[config.mk]
export PLATFORM = sky130hd
export DESIGN_NAME = speed_selector
export DESIGN_NICKNAME = d
export VERILOG_FILES = /design/src/rtl/speed_selector.sv
export SDC_FILE = /design/constraint.sdc
export NUM_CORES = 1
export LEC_CHECK = 0
export CORE_ASPECT_RATIO = 1.25
export CORE_UTILIZATION = 43
export CTS_CLUSTER_SIZE = 14
export DETAILED_ROUTE_END_ITERATION = 8
export PLACE_DENSITY_LB_ADDON = 0.05
export SYNTH_ARGS = -nofsm -noshare
export SYNTH_HDL_FRONTEND = slang
export SYNTH_SLANG_ARGS = --single-unit
[constraint.sdc]
create_clock -name clk -period 4 [get_ports clk]
set_input_delay 0.6 -clock clk [delete_from_list [all_inputs] [get_ports clk]]
set_output_delay 0.6 -clock clk [all_outputs]
set_load 0.03 [all_outputs]
[src/rtl/speed_selector.sv]
`timescale 1ns/1ps
// Doubles/halves a saturating 26-bit speed word from two debounced active-low buttons.
// Optional auto-repeat while a button is held: define SPEED_SELECTOR_AUTO_REPEAT_EN.
module speed_selector #(
  parameter int MIN_SPEED       = 1,
  parameter int MAX_SPEED       = 1000,
  parameter int DEFAULT_SPEED   = 1,
  parameter int DEBOUNCE_CYCLES = 1000000,
  parameter int REPEAT_CYCLES   = 25000000
) (
  input  logic        clk,
  input  logic        reset,
  input  logic        btn_up_n,
  input  logic        btn_down_n,
  output logic [25:0] speed,
  output logic        changed,
  output logic        at_min,
  output logic        at_max
);

  localparam int CW = $clog2(DEBOUNCE_CYCLES + 1);
  localparam logic [CW-1:0] DB_LAST = CW'(DEBOUNCE_CYCLES - 2);
  localparam logic [25:0] MIN_W = 26'(MIN_SPEED);
  localparam logic [25:0] MAX_W = 26'(MAX_SPEED);
  localparam logic [25:0] DEF_W = 26'(DEFAULT_SPEED);
  localparam logic DEF_AT_MIN = (DEFAULT_SPEED == MIN_SPEED);
  localparam logic DEF_AT_MAX = (DEFAULT_SPEED == MAX_SPEED);

  if (MIN_SPEED < 1 || MAX_SPEED < MIN_SPEED || MAX_SPEED > 67108863 ||
      DEFAULT_SPEED < MIN_SPEED || DEFAULT_SPEED > MAX_SPEED ||
      DEBOUNCE_CYCLES < 2 || REPEAT_CYCLES < 1) begin : g_param_err
    $error("speed_selector: illegal parameter combination");
  end

  typedef enum logic [1:0] {
    RELEASED,
    PRESS_WAIT,
    HELD,
    RELEASE_WAIT
  } db_state_t;

  // Bit 0 = up button, bit 1 = down button; both idle high.
  logic [1:0] sync0, sync1;
  logic [1:0] press;

  always_ff @(posedge clk or negedge reset) begin
    if (!reset) begin
      sync0 <= 2'b11;
      sync1 <= 2'b11;
    end else begin
      sync0 <= {btn_down_n, btn_up_n};
      sync1 <= sync0;
    end
  end

  for (genvar b = 0; b < 2; b++) begin : g_btn
    db_state_t     state, state_nxt;
    logic [CW-1:0] cnt, cnt_nxt;
    logic          level;
    logic          press_db;

    assign level = sync1[b];

    always_ff @(posedge clk or negedge reset) begin
      if (!reset) begin
        state <= RELEASED;
        cnt   <= '0;
      end else begin
        state <= state_nxt;
        cnt   <= cnt_nxt;
      end
    end

    // The first stable cycle is spent entering a WAIT state, so the count
    // terminates one short to accept exactly DEBOUNCE_CYCLES stable cycles.
    always_comb begin
      state_nxt = state;
      cnt_nxt   = cnt;
      press_db  = 1'b0;
      case (state)
        RELEASED: begin
          if (!level) begin
            state_nxt = PRESS_WAIT;
            cnt_nxt   = '0;
          end
        end
        PRESS_WAIT: begin
          if (level) begin
            state_nxt = RELEASED;
            cnt_nxt   = '0;
          end else if (cnt == DB_LAST) begin
            state_nxt = HELD;
            cnt_nxt   = '0;
            press_db  = 1'b1;
          end else begin
            cnt_nxt = cnt + CW'(1);
          end
        end
        HELD: begin
          if (level) begin
            state_nxt = RELEASE_WAIT;
            cnt_nxt   = '0;
          end
        end
        RELEASE_WAIT: begin
          if (!level) begin
            state_nxt = HELD;
            cnt_nxt   = '0;
          end else if (cnt == DB_LAST) begin
            state_nxt = RELEASED;
            cnt_nxt   = '0;
          end else begin
            cnt_nxt = cnt + CW'(1);
          end
        end
        default: begin
          state_nxt = RELEASED;
          cnt_nxt   = '0;
        end
      endcase
    end

`ifdef SPEED_SELECTOR_AUTO_REPEAT_EN
    localparam int RW = $clog2(REPEAT_CYCLES + 1);
    localparam logic [RW-1:0] REP_LAST = RW'(REPEAT_CYCLES - 1);
    logic [RW-1:0] rep_cnt;
    logic          rep_ev;

    assign rep_ev = (state == HELD) && !level && (rep_cnt == REP_LAST);

    always_ff @(posedge clk or negedge reset) begin
      if (!reset) begin
        rep_cnt <= '0;
      end else if (state == HELD && !level) begin
        rep_cnt <= rep_ev ? '0 : rep_cnt + RW'(1);
      end else begin
        rep_cnt <= '0;
      end
    end

    assign press[b] = press_db | rep_ev;
`else
    assign press[b] = press_db;
`endif
  end

  logic [26:0] dbl;
  logic [25:0] half;
  logic [25:0] speed_nxt;

  assign dbl  = {speed, 1'b0};
  assign half = {1'b0, speed[25:1]};

  always_comb begin
    speed_nxt = speed;
    case (press)
      2'b01: speed_nxt = (dbl > {1'b0, MAX_W}) ? MAX_W : dbl[25:0];
      2'b10: speed_nxt = (half < MIN_W) ? MIN_W : half;
      default: speed_nxt = speed;
    endcase
  end

  always_ff @(posedge clk or negedge reset) begin
    if (!reset) begin
      speed   <= DEF_W;
      changed <= 1'b0;
      at_min  <= DEF_AT_MIN;
      at_max  <= DEF_AT_MAX;
    end else begin
      speed   <= speed_nxt;
      changed <= (speed_nxt != speed);
      at_min  <= (speed_nxt == MIN_W);
      at_max  <= (speed_nxt == MAX_W);
    end
  end

endmodule

# Word level (Yosys, flattened, before mapping)

Cells that the tools add are included.

Register bits after elaboration: 77
Input port bits: 4
Output and inout bits: 29
Word-level logic and storage cells: 76

$add $sub $neg: 2
Order comparisons: 2
Equality and inequality tests: 21
Mux-type cells: 35
Reductions and logical operators: 6

Operators by type and width:

| cell                    | count |
|---|---|
| $mux W20                | 10 |
| $pmux W20 S4            | 2 |
| $pmux W26 S2            | 1 |
| $add A20 B1 Y20 const B | 2 |
| $eq A20 B20 Y1 const B  | 2 |
| $gt A27 B10 Y1 const B  | 1 |
| $eq A26 B1 Y1 const B   | 1 |
| $eq A26 B10 Y1 const B  | 1 |
| $mux W26                | 1 |
| $ne A26 B26 Y1          | 1 |
| $lt A25 B1 Y1 const B   | 1 |
| $mux W25                | 1 |
| $mux W2                 | 12 |
| $pmux W2 S4             | 2 |
| $ne A3 B3 Y1 const B    | 4 |
| $eq A2 B2 Y1 const B    | 5 |
| $ne A2 B2 Y1 const B    | 4 |
| $reduce_and A4 Y1       | 2 |
| $eq A2 B1 Y1 const B    | 3 |
| $mux W1                 | 6 |
| $logic_not A2 Y1        | 2 |
| $reduce_and A2 Y1       | 2 |

# Depth between registers and ports, before layout

Gate-level depths: netlist of run 1.

Depth after elaboration: 7
Gate-level depth with buffers: 17
Gate-level depth less buffers: 15

# Worst setup path after synthesis of run 1

No wires, ideal clock.

Path type: register to register
Start point: register g_btn[0].cnt[0]
End point: register changed
Setup time: 0.139 ns
Arrival time: 3.287 ns
Data required time: 3.861 ns
Slack: 0.574 ns
Stages on the path, launching flop included: 17
Path buffers: 1
Clock period less this slack: 3.426 ns
Path through: dfrtp_1 > inv_1 > ha_1 > nand4_1 > or4_1 > nor3_1 > nand2_1 > nor3_1 > inv_1 > ha_1 > buf_2 > and2_4 > o21ai_0 > o221ai_1 > a311oi_1 > nand4_1 > or4_1

Longest elaborated chain between the ends: 7
Elaborated cells between the ends (all ways): 8
Classes of those cells: 4 x eq/ne; 4 x mux

RTL lines:

| what                                         | line | source |
|---|---|---|
| start: declaration                           | 58   | `logic [CW-1:0] cnt, cnt_nxt;` |
| start signal: assignment                     | 70   | `cnt <= cnt_nxt;` |
| $eq A20 B20 Y1 (*)                           | 91   | `end else if (cnt == DB_LAST) begin` |
| $mux W1 (*)                                  | 91   |  |
| $mux W1 (*)                                  | 88   | `if (level) begin` |
| $mux W1 (*)                                  | 80   | `case (state)` |
| $eq A2 B2 Y1 or $eq A2 B1 Y1 (tied branches) | 156  | `case (press)` |
| $pmux W26 S2 (*)                             | 156  |  |
| $ne A26 B26 Y1 (*)                           | 171  | `changed <= (speed_nxt != speed);` |
| end signal: assignment                       | 171  |  |
| end: declaration                             | 16   | `output logic changed,` |

Mark *: on every way between the ends. The rest lies on a longest branch, timed or not.
A chain may end at the register's enable or synchronous reset.

# Worst setup path in the final report of run 1

Same ends and word-level chain as after synthesis.

==> results.json, run 1 <==
{
  "detail_route.iter0.violations": 245,
  "setup_total_negative_slack_ps": 0,
  "worstSkewPairLatency_ps": 340,
  "use_met2_pct": 36.8,
  "grt_util_met3_pct": 4.01,
  "numCtsBuffers": 9,
  "multi_input_comb_area_um2": 2430,
  "synth-async-reset-ratio_pct": 100,
  "post-route-drc-count": 0,
  "synth_enable_flop_cells": 0,
  "floorplan.initialDensity_pct": 44.6,
  "commonest_non_fill_non_tap_cell_in_the_layout": "nand2_1",
  "postCtsHoldBufs": 0,
  "rsz0062_at_grt": "no",
  "timing.critical_path.to_type": "flop",
  "tritoncts_clock_tree": "built",
  "die-area_um2": 11000,
  "chip_height_um": 117,
  "cpMaxStageDelayCell": "or4_1",
  "grt_pass1_vias": 3810,
  "fin_crit_sh_pct": 92.3,
  "maxClockFrequency_ghz": 0.271,
  "grt.met1_usage_pct": 27.9,
  "cts-root-buf": "clkbuf_16",
  "synth_warnings": 0,
  "cp_max_fo": 41,
  "clock_tree.htree_level_count": 3,
  "power.density_nw_per_um2": 333,
  "initial_antenna_violation_count": 0,
  "grt_max_degree": 78,
  "cell_internal_pwr_uw": 1360,
  "routed-via-count": 4068,
  "clock_path_buffers": 2,
  "combinationalPowerShare_pct": 7.5,
  "place_hpwl_um": 7720,
  "part_of_the_power_in_the_clock_network_pct": 46.5,
  "postSynthAreaPerCell_um2": 8.76,
  "synthSimpleGateAreaFrac_pct": 25.1,
  "timing.critical_path.required_ps": 4200,
  "critical_path.top_delay_family": "simple AND/OR/NAND/NOR gates",
  "path_clk_slew_ps": 60,
  "globalplace.congestion": 0.930,
  "syn_nets": 530,
  "crit_chain": "inv_1, ha_1, nand4_1, or4_4, nor3_1, nand2_1, nor3_4, inv_1, ha_1, buf_12, and2_4, o21ai_0, o221ai_1, a311oi_1, nand4_1, or4_1",
  "fin_worst_hold_slack_ps": 360,
  "final-max-slew-violation-count": 0,
  "insertedDiodeCount": 0,
  "critical_path_buf_inv_count": 3,
  "fillers": 951,
  "dpl-instance-area_um2": 4960,
  "wl_per_cell_um": 16.9,
  "skew_ps": 6.64,
  "tritoncts_num_sinks": 77,
  "numPortBuffers": 32,
  "post_synth_instance_area_um2": 4550,
  "max-cap-violations": 0,
  "finish_stage_setup_viols": 0,
  "remaining_global_route_overflow": 0,
  "routed_wl_um": 11500,
  "areaGrowthSynthToFinish_pct": 17.6,
  "gr-usage-all-layers_pct": 22.1,
  "timing_worst_slew_pin_value_ps": 991,
  "core_area_um2": 10200,
  "hold_path_class": "reg2reg",
  "synth_fa_ha_area_share_pct": 1.65,
  "syn-instance-count": 520,
  "synth.yosys.seq_area_share_pct": 42.5,
  "outcome": "finished clean",
  "finalWorstPathRequiredPeriod_ps": 3690,
  "post_synth_num_cell_types": 66,
  "synth-xor-area-share_pct": 4.23,
  "io_pins": 33,
  "drt-pass1-iter-count": 5,
  "seq_power_share_pct": 46.0,
  "design.final.nets": 558,
  "critical-path-max-stage-delay_ps": 520,
  "post_route_cells_drive_above_1_share_pct": 10.8,
  "vias_per_cell": 5.96,
  "yosys_most_used_dff": "dfrtp_1",
  "swShare_pct": 24.0,
  "first_pass_grt_wire_length_um": 18900,
  "ys_seq_elements": 77,
  "synth_compound_gate_area_share_pct": 20.3,
  "relSlewSlack_pct": 34.0,
  "layout_common_cells": "nand2_1, dfrtp_1, o21ai_0",
  "worst-setup-path-type": "reg2reg",
  "placement_rows": 41,
  "power_leakage_uw": 0.00224,
  "final-hold-violation-count": 0,
  "drt.antenna.violating_nets": 0,
  "seqCellArea_um2": 1930,
  "worst_ep_arrival_time_ps": 3900,
  "die-width_um": 94.0,
  "layout.cell_area.non_filler_um2": 5360,
  "netSwitchingPower_uw": 429,
  "gr-max-usage-layer": "met2",
  "synth_top_family_by_area": "simple AND/OR/NAND/NOR gates",
  "yosys-mux-area-fraction_pct": 0.467,
  "max_ir_drop_vdd_mv": 0.214,
  "crit_path_start_kind": "flop"
}
-- worst register-to-register path: stages, from the launching register on --
cell and delay [ps]:
dfrtp_1 370, inv_1 60, ha_1 140, nand4_1 100, or4_4 450, nor3_1 190, nand2_1 150, nor3_4 240
inv_1 70, ha_1 230, buf_12 180, and2_4 190, o21ai_0 180, o221ai_1 140, a311oi_1 250, nand4_1 120
or4_1 520
-- per-layer routing --
layer,up-vias,share of wire (%)
li1,1940,-
met1,1971,43
met2,132,50
met3,25,4.5
met4,0,2.7
met5,-,0
-- what timing repair did --
item / CTS / global route
cloned: 0 / 1
pin swaps: 0 / 6
setup endpoints to repair: 1 / 3
resized for setup: 1 / 9
setup buffers: 0 / 1
-- cell families after synthesis --
group / after synthesis
DFF: 77
adders and majority gates: 6
AOI/OAI and AO/OA: 141
and+or+nand+nor: 224
buffers and inverters: 48
xor gates and xnor gates: 22
muxes: 2
-- cell usage after synthesis (all sizes together) (3+ instances only) --
cell	instances	area share, %
nand4	15	2.1
and3	8	1.1
o22ai	3	0.41
o31ai	20	3.6
inv	21	1.7
xor2	16	3.1
dfstp	6	3.5
o211ai	7	1.3
nor4	10	2.0
or4	4	0.66
a22oi	6	0.99
o21ai	54	5.9
nor3	12	1.4
dfrtp	71	39
or2	3	0.41
clkbuf	11	1.8
and4	5	0.96
nor2	39	3.2
xnor2	6	1.2
nand3b	3	0.49
ha	6	1.6
a21oi	20	2.3
nand2	74	6.1
o41ai	3	0.58
a31oi	6	0.82
nor2b	7	0.96
nand2b	4	0.55
nand3	25	2.9
buf	16	2.2
and2	8	1.2
a2bb2oi	3	0.58
-- flip-flops by register name (all words and copies together) (netlist names), named ones only --
name and count:
at_max 1, at_min 1, changed 1, g_btn.cnt 40
g_btn.state 2, speed 26, sync0 2, sync1 2
-- power groups by stage --
stage	Clock [µW]	Combinational, µW	Sequential, µW
2_1_floorplan	0	84.1	831
3_3_place_gp	0	133	835
3_5_place_dp	0	135	836
4_1_cts	846	135	822
5_1_grt	886	154	826
6_report	830	134	821
-- worst paths after layout --
kind	start	endpoint	slack, ps	cells after the start
max	g_btn[0].cnt[0]	changed	310	16
max in group asynchronous	reset	g_btn[1].cnt[13]	2930	1
min	sync0[1]	sync1[1]	360	0
min in group asynchronous	reset	speed[13]	420	1
max reg2reg	g_btn[0].cnt[0]	changed	310	16
min reg2reg	sync0[1]	sync1[1]	360	0
-- metrics by stage --
stage          setup WS (ps)  cells  power [µW]  util (%)
3_3_place_gp             131    664         968      48.6
2_1_floorplan            574    520         915         -
4_1_cts                 82.2    680        1800      51.7
3_5_place_dp            7.74    664         970      48.6
6_report                 306    682        1790      52.5
5_1_grt                 53.8    682        1870      52.5
-- area by class of cell --
type                       count  share of cell area, %
clock buffer                  12                   4.79
multi-input combinational    395                   45.3
sequential                    77                   36.1
tap                          129                   3.01
clock inverter                 4                  0.888
inverter                      21                   1.47
timing repair buffer          44                   8.41
Note: power is estimated with default switching activity, not from simulation.
==> run 2, diff against run 1 <==
SKIP_CTS_REPAIR_TIMING = 1   (was not set)
==> run 2 against run 1 <==
Compared with the run above: register-to-register slack barely moved; via count fell by 0.66%; setup slack improved by 10 ps; critical path type unchanged; largest cell class unchanged; highest routed layer unchanged.
==> results.json, run 2 (synthesized netlist as in run 1, its figures left out) <==
{
  "worst-setup-path-type": "reg2reg",
  "r2r-end": "changed",
  "worstHoldEndpoint": "sync1[1]",
  "hold_path_class": "reg2reg",
  "startpoint_of_the_lowest_slack_register_to_register_path": "g_btn[0].cnt[0]",
  "worst_ep_arrival_time_ps": 3890,
  "post-route-drc-count": 0,
  "areaGrowthSynthToFinish_pct": 17.6,
  "placement_rows": 41,
  "number_of_flip_flops_under_the_largest_register_name": 40,
  "chip_height_um": 117,
  "layout_common_cells": "nand2_1, dfrtp_1, o21ai_0",
  "clock_path_buffers": 2,
  "skew_ps": 7.26,
  "worstSkewPairLatency_ps": 340,
  "largestRegisters": "g_btn.cnt: 40 flops, speed: 26 flops",
  "utilization_pct": 52.5,
  "path_clk_slew_ps": 60,
  "cts-root-buf": "clkbuf_16",
  "fin_worst_hold_slack_ps": 360,
  "detail_route.iter0.violations": 259,
  "commonest_non_fill_non_tap_cell_in_the_layout": "nand2_1",
  "top_register": "g_btn.cnt",
  "outcome": "finished clean",
  "remaining_global_route_overflow": 0,
  "worst-r2r-setup-slack_ps": 320,
  "relSlewSlack_pct": 33.4,
  "die-width_um": 94.0,
  "power.density_nw_per_um2": 333,
  "tritoncts_clock_tree": "built",
  "rsz0062_at_grt": "no",
  "place_hpwl_um": 7720,
  "clock_tree.htree_level_count": 3,
  "gr-usage-all-layers_pct": 22.1,
  "timing.critical_path.to_type": "flop",
  "worst_r2r_path_depth": 16,
  "core_area_um2": 10200,
  "design.final.nets": 558,
  "floorplan.initialDensity_pct": 44.6,
  "drt.antenna.violating_nets": 0,
  "globalplace.congestion": 0.930,
  "post_route_cells_drive_above_1_share_pct": 10.8,
  "timing_worst_slew_pin_value_ps": 998,
  "numPortBuffers": 32,
  "insertedDiodeCount": 0,
  "max_ir_drop_vdd_mv": 0.213,
  "cp_max_fo": 41,
  "finalWorstPathRequiredPeriod_ps": 3680,
  "timing.critical_path.required_ps": 4200,
  "tritoncts_num_sinks": 77,
  "wl_per_cell_um": 16.8,
  "maxClockFrequency_ghz": 0.271,
  "fin_crit_sh_pct": 92.1,
  "io_pins": 33,
  "max-cap-violations": 0,
  "vias_per_cell": 5.93,
  "initial_antenna_violation_count": 0,
  "routed_wl_um": 11400,
  "numCtsBuffers": 9,
  "routed-via-count": 4041,
  "die-area_um2": 11000,
  "final-hold-violation-count": 0,
  "min-delay-start": "sync0[1]",
  "power_leakage_uw": 0.00224,
  "holdPathStages": 0,
  "grt_max_degree": 78,
  "crit_path_start_kind": "flop",
  "finish_stage_setup_viols": 0,
  "grt_pass1_vias": 3810,
  "first_pass_grt_wire_length_um": 18900,
  "drt-pass1-iter-count": 5,
  "final-max-slew-violation-count": 0
}
-- run 2: final cells by class --
cell class | count | area (µm²)
Fill cell | 951 | 4850
Multi-Input combinational cell | 395 | 2430
Tap cell | 129 | 161
Sequential cell | 77 | 1930
Clock inverter | 4 | 47.5
Inverter | 21 | 78.8
Timing Repair Buffer | 44 | 450
Clock buffer | 12 | 256
-- run 2: how the worst max path moves through the flow --
stage	start	endpoint	slack (ps)	cells after the start
3_3_place_gp	g_btn[0].cnt[0]	at_max	130	16
4_1_cts	g_btn[0].cnt[1]	at_max	-9	15
2_1_floorplan	g_btn[0].cnt[0]	changed	570	16
5_1_grt	g_btn[0].cnt[0]	at_max	50	16
3_5_place_dp	g_btn[0].cnt[1]	at_max	8	15
6_report	g_btn[0].cnt[0]	changed	320	16
-- run 2: per-stage QoR --
step	total power [µW]	std cells	area, µm²	TNS (ps)	worst slack [ps]
floorplan	915	520	4550	0	574
global placement	968	664	4960	0	131
detailed placement	970	664	4960	0	7.74
CTS	1800	680	5270	-9.45	-9.45
global route	1870	682	5360	0	53.8
finish	1790	682	5360	0	316
-- run 2: routing by layer --
metal | GRT usage [%] | part of all wire [%] | vias up
li1 | - | - | 1942
met1 | 27.8 | 43 | 1939
met2 | 36.8 | 50 | 134
met3 | 4.01 | 4.9 | 26
met4 | 10.5 | 2.6 | 0
met5 | 0 | 0 | -
-- run 2: power by group --
part           switching [µW]  leakage, µW  total [µW]  internal [µW]
registers                21.8      0.00105         821            799
clock network             315     0.000149         831            515
logic                    91.2      0.00104         133           41.8
total                     429      0.00224        1790           1360
-- run 2: critical path, stage by stage, from the launching register on --
cell      delay, ps
dfrtp_1         370
inv_1            60
ha_1            140
nand4_1         100
or4_4           450
nor3_1          190
nand2_1         150
nor3_4          240
inv_1            60
ha_1            230
buf_12          190
and2_4          180
o21ai_0         180
o221ai_1        140
a311oi_1        240
nand4_1         110
or4_1           520
==> run 3, diff against run 2 <==
CORE_UTILIZATION = 45   (was 43)
==> run 3 against run 2 <==
Compared with the run above: clock power is 3.0% lower; design area stayed put; largest cell class unchanged; flip-flop and latch count stayed put; largest power group is now sequential cells; die area is 4.4% lower; global-route usage is 0.17 points higher.
==> results.json, run 3 (synthesized netlist as in run 1, its figures left out) <==
{
  "clock_tree.htree_level_count": 3,
  "insertedDiodeCount": 0,
  "worst-r2r-setup-slack_ps": 270,
  "path_clk_slew_ps": 60,
  "crit_path_start_kind": "flop",
  "max_ir_drop_vdd_mv": 0.241,
  "cell_internal_pwr_uw": 1340,
  "routed-via-count": 4142,
  "cpMaxStageDelayCell": "or4_1",
  "timing.critical_path.to_type": "flop",
  "cp_max_fo": 30,
  "critical-path-max-stage-delay_ps": 470,
  "relSlewSlack_pct": 32.6,
  "max-cap-violations": 0,
  "finish_stage_setup_viols": 0,
  "floorplan.initialDensity_pct": 46.9,
  "die-width_um": 92.0,
  "design.final.nets": 561,
  "swShare_pct": 23.9,
  "layoutNonFillerInstCount": 682,
  "detail_route.iter0.violations": 256,
  "crit_chain": "nor4b_1, nand4_1, nor3_1, nand2_1, or3_1, ha_2, buf_12, o21ai_0, nor4_2, nand3_1, or4_1, nor3_2",
  "post_route_cells_drive_above_1_share_pct": 11.7,
  "seq_power_share_pct": 46.7,
  "gr-usage-all-layers_pct": 22.3,
  "grt_pass1_vias": 3865,
  "chip_height_um": 114,
  "combinationalPowerShare_pct": 7.5,
  "startpoint_of_the_lowest_slack_register_to_register_path": "g_btn[1].cnt[13]",
  "hold_path_class": "reg2reg",
  "io_pins": 33,
  "fin_crit_sh_pct": 93.3,
  "cts-root-buf": "clkbuf_16",
  "numPortBuffers": 32,
  "place_hpwl_um": 7610,
  "dpl-instance-area_um2": 4950,
  "wl_per_cell_um": 16.8,
  "drt.antenna.violating_nets": 0,
  "grt_max_degree": 78,
  "cp-endpoint": "at_min",
  "vias_per_cell": 6.07,
  "post-route-drc-count": 0,
  "tritoncts_clock_tree": "built",
  "die-area_um2": 10500,
  "layout.cell_area.non_filler_um2": 5360,
  "first_pass_grt_wire_length_um": 18800,
  "top_register": "g_btn.cnt",
  "clock_path_buffers": 2,
  "areaGrowthSynthToFinish_pct": 17.6,
  "skew_ps": 7.16,
  "r2r-end": "at_min",
  "netSwitchingPower_uw": 421,
  "placement_rows": 40,
  "part_of_the_power_in_the_clock_network_pct": 45.8,
  "power_leakage_uw": 0.00224,
  "commonest_non_fill_non_tap_cell_in_the_layout": "nand2_1",
  "number_of_flip_flops_under_the_largest_register_name": 40,
  "final-hold-violation-count": 0,
  "remaining_global_route_overflow": 0,
  "layout_common_cells": "nand2_1, dfrtp_1, o21ai_0",
  "worst-setup-path-type": "reg2reg",
  "worstSkewPairLatency_ps": 330,
  "initial_antenna_violation_count": 0,
  "utilization_pct": 55.2,
  "power.density_nw_per_um2": 329,
  "largestRegisters": "g_btn.cnt: 40 flops, speed: 26 flops",
  "globalplace.congestion": 0.902,
  "worst_r2r_path_depth": 12,
  "fin_worst_hold_slack_ps": 360,
  "holdPathStages": 0,
  "maxClockFrequency_ghz": 0.268,
  "routed_wl_um": 11400,
  "worst_ep_arrival_time_ps": 3990,
  "numPlacedInstances": 660,
  "timing.critical_path.required_ps": 4250,
  "final-max-slew-violation-count": 0,
  "timing_worst_slew_pin_value_ps": 1010,
  "core_area_um2": 9710,
  "setup.worst_path.start": "g_btn[1].cnt[13]",
  "outcome": "finished clean",
  "numCtsBuffers": 9,
  "tritoncts_num_sinks": 77,
  "finalWorstPathRequiredPeriod_ps": 3730,
  "drt-pass1-iter-count": 5
}
==> run 3: per-layer routing <==
| layer | vias to the layer above | share of wire [%] | track usage, % |
|---|---|---|---|
| li1 | 1955 | - | - |
| met1 | 2018 | 42 | 27.9 |
| met2 | 141 | 50 | 37.1 |
| met3 | 28 | 5.1 | 4.12 |
| met4 | 0 | 2.7 | 10.7 |
| met5 | - | 0 | 0 |
==> run 3: worst max-delay path: cells and delay by family, from the launching register on <==
family | cells | cell delay, ps
AND/OR/NAND/NOR | 9 | 2400
adder cells (fa/ha/maj) | 1 | 430
flip-flops | 1 | 420
buffers and inverters | 1 | 200
AO/OA/AOI/OAI | 1 | 190
==> run 3: worst min-delay path by stage <==
| stage | startpoint | end |
|---|---|---|
| floorplan | reset | async pin |
| global placement | sync0[1] | sync1[1] |
| detailed placement | sync0[1] | sync1[1] |
| CTS | sync0[1] | sync1[1] |
| global route | sync0[1] | sync1[1] |
| finish | sync0[1] | sync1[1] |
==> run 3: area by class of cell <==
cell class / instances / area (µm²)
Clock buffer: 12 / 246
Clock inverter: 4 / 47.5
Fill cell: 887 / 4350
Inverter: 21 / 82.6
Multi-Input combinational cell: 395 / 2410
Sequential cell: 77 / 1940
Tap cell: 126 / 158
Timing Repair Buffer: 47 / 470
==> run 3: stage by stage <==
stage	total power, µW	TNS [ps]	setup slack [ps]
after detailed placement	970	0	63.5
after CTS	1790	0	61.8
after global placement	966	0	102
after global routing	1840	-6.87	-6.87
final	1760	0	268
after floorplan	915	0	574
==> run 3: power by group through the flow <==
stage                     clock (µW)  combinational, µW  sequential [µW]
final                            806                132              822
after detailed placement           0                134              836
after global routing             863                153              825
after CTS                        829                134              822
after global placement             0                132              835
after floorplan                    0               84.1              831
